**src/rtl/mant_mul_seq_if.sv**
```systemverilog
// Handshake and data bundle between a requester and the sequential mantissa multiplier.
interface mant_mul_seq_if;
    logic         req;
    logic [52:0]  a;
    logic [52:0]  b;
    logic         busy;
    logic         done;
    logic [105:0] prod;

    modport master (output req, a, b, input busy, done, prod);
    modport slave  (input req, a, b, output busy, done, prod);
endinterface

```
**src/rtl/mant_mul_seq.sv**
```systemverilog
// 53x53 significand multiplier built from one 27x27 multiplier reused over four cycles.
//  state | meaning
//  IDLE  | waiting for req, operands captured on acceptance
//  M0    | issue lo*lo
//  M1    | issue lo*hi, accumulate lo*lo
//  M2    | issue hi*lo, accumulate lo*hi << 26
//  M3    | issue hi*hi, accumulate hi*lo << 26
//  M4    | write prod = acc + hi*hi << 52, raise done
module mul0 (
    input  logic        clk,
    input  logic        en,
    input  logic [26:0] x,
    input  logic [26:0] y,
    output logic [53:0] p
);
    always_ff @(posedge clk) begin
        if (en) p <= {27'b0, x} * {27'b0, y};
    end
endmodule

module mant_mul_seq (
    input  logic           clk,
    input  logic           reset,
    mant_mul_seq_if.slave  bus
);
    typedef enum logic [2:0] {IDLE, M0, M1, M2, M3, M4} state_t;

    state_t        state;
    logic [52:0]   a_q;
    logic [52:0]   b_q;
    logic [105:0]  acc;
    logic          en;
    logic [26:0]   mul_x;
    logic [26:0]   mul_y;
    logic [53:0]   mul_p;
    logic [105:0]  mul_ext;

    wire [26:0] a_lo = {1'b0, a_q[25:0]};
    wire [26:0] a_hi = a_q[52:26];
    wire [26:0] b_lo = {1'b0, b_q[25:0]};
    wire [26:0] b_hi = b_q[52:26];

    always_comb begin
        en    = 1'b0;
        mul_x = a_lo;
        mul_y = b_lo;
        case (state)
            M0: begin en = 1'b1; mul_x = a_lo; mul_y = b_lo; end
            M1: begin en = 1'b1; mul_x = a_lo; mul_y = b_hi; end
            M2: begin en = 1'b1; mul_x = a_hi; mul_y = b_lo; end
            M3: begin en = 1'b1; mul_x = a_hi; mul_y = b_hi; end
            default: ;
        endcase
    end

    mul0 u_mul0 (
        .clk (clk),
        .en  (en),
        .x   (mul_x),
        .y   (mul_y),
        .p   (mul_p)
    );

    assign mul_ext = {52'b0, mul_p};

    // Each partial product is available one state after it was issued.
    always_ff @(posedge clk) begin
        if (reset) begin
            state    <= IDLE;
            a_q      <= '0;
            b_q      <= '0;
            acc      <= '0;
            bus.busy <= 1'b0;
            bus.done <= 1'b0;
            bus.prod <= '0;
        end else begin
            bus.done <= 1'b0;
            case (state)
                IDLE: begin
                    if (bus.req) begin
                        a_q      <= bus.a;
                        b_q      <= bus.b;
                        acc      <= '0;
                        bus.busy <= 1'b1;
                        state    <= M0;
                    end
                end
                M0: state <= M1;
                M1: begin
                    acc   <= acc + mul_ext;
                    state <= M2;
                end
                M2: begin
                    acc   <= acc + (mul_ext << 26);
                    state <= M3;
                end
                M3: begin
                    acc   <= acc + (mul_ext << 26);
                    state <= M4;
                end
                M4: begin
                    bus.prod <= acc + (mul_ext << 52);
                    bus.done <= 1'b1;
                    bus.busy <= 1'b0;
                    state    <= IDLE;
                end
                default: state <= IDLE;
            endcase
        end
    end
endmodule

```
**src/flat_wrapper.sv**
```systemverilog
// flat-port wrapper written by rule: the top's interface ports become plain ports
module mant_mul_seq_flat 
  (clk, reset, bus_req, bus_a, bus_b, bus_busy, bus_done, bus_prod);
  mant_mul_seq_if bus_i ();
  input  logic clk;
  input  logic reset;
  input wire logic [$bits(bus_i.req)-1:0] bus_req;
  input wire logic [$bits(bus_i.a)-1:0] bus_a;
  input wire logic [$bits(bus_i.b)-1:0] bus_b;
  output wire logic [$bits(bus_i.busy)-1:0] bus_busy;
  output wire logic [$bits(bus_i.done)-1:0] bus_done;
  output wire logic [$bits(bus_i.prod)-1:0] bus_prod;
  assign bus_i.req = bus_req;
  assign bus_i.a = bus_a;
  assign bus_i.b = bus_b;
  assign bus_busy = bus_i.busy;
  assign bus_done = bus_i.done;
  assign bus_prod = bus_i.prod;
  mant_mul_seq u_core (.clk(clk), .reset(reset), .bus(bus_i));
endmodule
```
**config.mk**
```make
export PLATFORM = sky130hd
export DESIGN_NAME = mant_mul_seq_flat
export DESIGN_NICKNAME = d
export VERILOG_FILES = /design/src/rtl/mant_mul_seq_if.sv /design/src/rtl/mant_mul_seq.sv /design/src/flat_wrapper.sv
export SDC_FILE = /design/constraint.sdc
export NUM_CORES = 2
export LEC_CHECK = 0
export ABC_AREA = 1
export CAP_MARGIN = 20
export CORE_UTILIZATION = 28
export DETAILED_ROUTE_END_ITERATION = 16
export PLACE_DENSITY_LB_ADDON = 0.05
export SETUP_SLACK_MARGIN = 0.05
export SYNTH_ARGS = -nofsm -noshare
export SYNTH_HDL_FRONTEND = slang
export SYNTH_SLANG_ARGS = --single-unit
```
**constraint.sdc**
```tcl
create_clock -name clk -period 9.9 [get_ports clk]
set_input_delay 2.97 -clock clk [delete_from_list [all_inputs] [get_ports clk]]
set_output_delay 2.97 -clock clk [all_outputs]
set_load 0.05 [all_outputs]
```
== Word-level counts from Yosys, hierarchy flattened ==
Index checks and enable logic that the tools add are counted.

* Bits of input ports: 109
* Word-level logic and storage cells: 37
* Bits in registers: 377

* Multipliers: 1
* Muxes and demuxes: 10
* Reduce and logical (&&, ||, !) cells: 9
* Equality and inequality tests: 6
* $add $sub $neg: 3

{| class="wikitable"
|+ Operators with widths
! cell !! count
|-
| $pmux 106 s3 || 1
|-
| $add 106x106->106 || 1
|-
| $add 106x54->106 || 1
|-
| $add 106x80->106 || 1
|-
| $mux 106 || 1
|-
| $mul 27x27->54 || 1
|-
| $mux 27 || 2
|-
| $pmux 3 s5 || 1
|-
| $eq 3x2->1 const B || 2
|-
| $eq 3x3->1 const B || 2
|-
| $reduce_and 2->1 || 3
|-
| $reduce_or 2->1 || 2
|-
| $reduce_or 4->1 || 1
|-
| $eq 3x1->1 const B || 1
|-
| $logic_not 3->1 || 1
|-
| $mux 1 || 3
|-
| $mux 3 || 1
|-
| $reduce_bool 3->1 || 1
|-
| $ne 2x2->1 const B || 1
|-
| $pmux 1 s2 || 1
|-
| $reduce_bool 2->1 || 1
|}

== Logic depth before layout (Yosys ltp) ==
* Word-level depth: 4
* Mapped depth: 35

== Cells and area by module ==
From an unflattened synthesis, not the netlist that was laid out.

* Cell total of the unflattened synthesis: 9073
* Area total of the unflattened synthesis: 57375.0 µm²

{| class="wikitable"
|+ By module, submodules not included
! module !! area an instance (µm²) !! instances !! cells each
|-
| mant_mul_seq || 29873.7 || 1 || 5429
|-
| mul0 || 27501.4 || 1 || 3644
|}

== Worst setup path before layout ==
No wires, ideal clock.

* Path type: flip-flop to flip-flop
* Start: register u_core.state[0]
* End: register u_core.u_mul0.p[52], data pin
* Data arrival time: 6.644 ns
* Cell stages (with the launch flop): 30
* Period minus slack after synthesis: 6.902 ns
* Buffers on the path: 3
* Path slack: 2.998 ns
* Path through: dfxtp_1 -> inv_2 -> o21ai_2 -> nand2_2 -> buf_6 -> buf_6 -> o21ai_1 -> buf_2 -> nand2_1 -> fa_1 -> inv_1 -> fa_1 -> inv_1 -> fa_1 -> inv_1 -> fa_1 -> fa_1 -> fa_1 -> inv_1 -> fa_1 -> inv_1 -> ha_1 -> nand2_1 -> nor2_1 -> inv_1 -> nor4_1 -> nand4_1 -> nand3_1 -> a21oi_1 -> xnor2_1

* Word-level cells in the longest chain between the ends: 4

{| class="wikitable"
|+ Ends and longest elaborated chain
! what !! RTL line !! RTL
|-
| start, declared || mant_mul_seq.sv:28 || <nowiki>state_t state;</nowiki>
|-
| start signal, assigned || mant_mul_seq.sv:69 || <nowiki>state <= IDLE;</nowiki>
|-
| start signal, assigned || mant_mul_seq.sv:85 || <nowiki>state <= M0;</nowiki>
|-
| start signal, assigned || mant_mul_seq.sv:88 || <nowiki>M0: state <= M1;</nowiki>
|-
| $eq 3x2->1 or $eq 3x3->1 (tied branches) || mant_mul_seq.sv:47 || <nowiki>case (state)</nowiki>
|-
| $reduce_or 2->1 (no line) || - ||
|-
| $mux 27 || mant_mul_seq.sv:47 ||
|-
| $mul 27x27->54 (*) || mant_mul_seq.sv:17 || <nowiki>if (en) p <= {27'b0, x} * {27'b0, y};</nowiki>
|-
| end signal, assigned || mant_mul_seq.sv:17 ||
|-
| end, declared || mant_mul_seq.sv:14 || <nowiki>output logic [53:0] p</nowiki>
|}

Mark *: on every way between the ends. The rest lies on a longest branch, timed or not.
A chain may end at the register's enable or synchronous reset.

== Final worst setup path ==
* Start: register u_core.state[2]
* End: register u_core.u_mul0.p[38], data pin

The elaborated chain is that of the path after synthesis.

==> flow_summary.ini <==
[status]
status = completed

[yosys]
synth_area_mm2 = 0.0551
yosysWarnings = 0
syn_inst = 8393
synth_nets = 9483
async_flop_share_pct = 0
synth_flop_cell = dfxtp_1
ys_seq_area_share_pct = 14.7
synth_cell_types = 53
synth_seq_cells = 377
synth_edf_count = 54
syn_avg_cell_area_um2 = 6.57

[cells_and_area]
layout_common_cells = nand2_1, inv_1, nor2_1, fa_1, a21oi_1
layout.cells.non_filler = 11223
nets = 9640
syn_to_final_growth_pct = 13.3
final_area_mm2 = 0.0624
drive_gt1_share_pct = 3.87
mostFrequentLayoutCell = nand2_1

[setup_path]
critPathRequiredTime_ns = 10.33
cp.arrival_ns = 9.44
setup.worst_path.end_class = flop
cp_top_family = adder cells
max_stage_delay_ns = 0.92
crit_top_cell = inv_1
cp_num_cells = 28
critPathKind = flop to flop
slowest_stage = inv_1
timing.critical_path.buf_inv = 9
startpoint_type = flop
worst-path-max-fanout = 39
r2r_cells = 28

[clock_tree]
clk_latency_ns = 0.75
numCtsBuffers = 56
cts-root-buf = clkbuf_16
cts.repair.resized = 0
holdBufCountCts = 0
clk_pin_slew_worst_paths_ns = 0.06
cts_buffer_depth = 3
cts_sinks = 377
htree_levels = 2
post_cts_buffers = 0
cts_tree = done

[route]
wl_um = 285000
viasPerCell = 4.81
vias = 53950
drt_iter0_markers = 3899
avgRoutedWirePerCell_um = 25.4
dr.pass1.iters = 6
ant_nets = 0
drc = 0

[die]
fp.coreArea_mm2 = 0.195
dieHeight_um = 446
die_area_mm2 = 0.199
num_rows = 162
initial_core_util_pct = 28.2
io_pins = 217
dieWidth_um = 446

[sta]
tns_ns = 0
fmax_ghz = 0.111
drv_slew = 0
rsz0062_at_grt = no
finClkSkew_ns = 0.0737
finalCriticalPeriod_ns = 9.01
worst_pin_slew_ns = 1.23
finalSetupViolCount = 0
hold_viol = 0
slew_headroom_pct = 17.8
min_period_over_period_pct = 91.0

[min_path]
min-delay-path-class = flop to flop
min_path_cells = 2

[placement]
postPlaceCellArea_mm2 = 0.0604
routabilityCongestion = 0.985
hpwlAfterDp_um = 241000
dpl.cell_count = 11116
port_buffers = 216

[global_route]
grt_max_degree = 153
antenna_found_initial = 7
grt_use_total_pct = 28.4
overflow = 0
first_global_vias = 54283
grt_pass1_wl_um = 401000

[pwr]
peakVddDrop_mv = 0.163
p_per_area_mw_per_mm2 = 217
p_leak_nw = 30.8

[run]
drv_cap = 0
-- per-layer routing --
layer	vias up	global-route usage (%)	part of all wire [%]	wire (um)
met1	26390	36.6	44	125000
met4	10	11.7	4.8	13600
li1	25882	-	-	-
met2	1308	48.2	47	135000
met5	-	0	0.025	72
met3	360	2.58	3.8	10900
-- registers in the layout (all words and copies together), names as in the netlist --
register         cells
u_core.acc         106
u_core.bus.prod    106
u_core.u_mul0.p     54
u_core.a_q          53
u_core.b_q          53
u_core.state         3
u_core.bus.busy      1
u_core.bus.done      1
-- cells by family (layout without fill, tap and decap cells) --
group | Yosys count | count (layout) | synth area share, %
buf+inv | 2065 | 2268 | 14.5
simple gates | 3806 | 3806 | 27.8
fa+ha+maj | 981 | 981 | 30.8
xor+xnor | 71 | 71 | 1.13
compound gates | 1093 | 1093 | 11.1
other cells | 0 | 3 | 0
flops | 377 | 377 | 14.7
-- cell usage after synthesis (5+ instances only) --
master	n	area, um2
nor2_1	841	3160
nand4_1	56	350
or2_2	25	156
o21ai_0	348	1740
a21boi_0	33	248
fa_1	627	12600
buf_2	88	440
nand2_2	5	31.3
a21oi_1	486	2430
nor3_1	75	375
xor2_1	44	385
edfxtp_1	54	1620
xnor2_1	27	236
inv_1	1818	6820
buf_4	25	188
nor4_1	11	68.8
o21ai_4	8	130
a21o_1	18	135
nor2_2	9	56.3
and2_1	12	75.1
nand2_1	2366	8880
o21ai_2	31	272
o21ai_1	30	150
a31oi_1	39	244
ha_1	354	4430
o211ai_1	18	135
dfxtp_1	323	6470
nand3b_1	22	165
clkbuf_1	99	372
inv_2	22	82.6
o21a_1	17	128
nand3_1	363	1820
buf_1	10	37.5
nor3_2	6	60.1
o21bai_1	48	360
-- path summary, 6_finish.rpt --
path,startpoint,end,slack [ns]
max reg2reg,u_core.state[2],u_core.u_mul0.p[38],0.89
min reg2reg,u_core.b_q[37],u_core.b_q[37],0.44
max,u_core.state[2],u_core.u_mul0.p[38],0.89
min,u_core.b_q[37],u_core.b_q[37],0.44
-- worst min-delay path: cells and delay by family, from the launching register on --
family	cells	cell delay, ns
AOI/OAI and AO/OA	1	0.05
buffers and inverters	1	0.04
DFF	1	0.31
-- report_power, final --
part | internal [W] | switching, W
registers | 0.00193 | 0.000794
clock network | 0.00131 | 0.000925
logic | 0.00263 | 0.00598
total | 0.00587 | 0.00770
-- through the flow --
step                      total power [W]  hold WS, ns  setup WS (ns)  utilization (%)
after floorplan                   0.00759        0.420           3.00                -
after CTS                          0.0137        0.446          0.937             32.0
final                              0.0136        0.442          0.886             32.0
after detailed placement           0.0113        0.437           1.01             31.0
after global placement             0.0114        0.435           1.05             31.0
after global routing               0.0146        0.463          0.448             32.0
-- final cells by class --
class | instances | area [um2]
Fill cell | 21714 | 133000
Multi-Input combinational cell | 5951 | 39100
Sequential cell | 377 | 8090
Inverter | 1840 | 6920
Tap cell | 2624 | 3280
Timing Repair Buffer | 324 | 3040
Clock buffer | 82 | 1680
Clock inverter | 22 | 314
Antenna cell | 3 | 7.51
(Power assumes the default switching activity.)
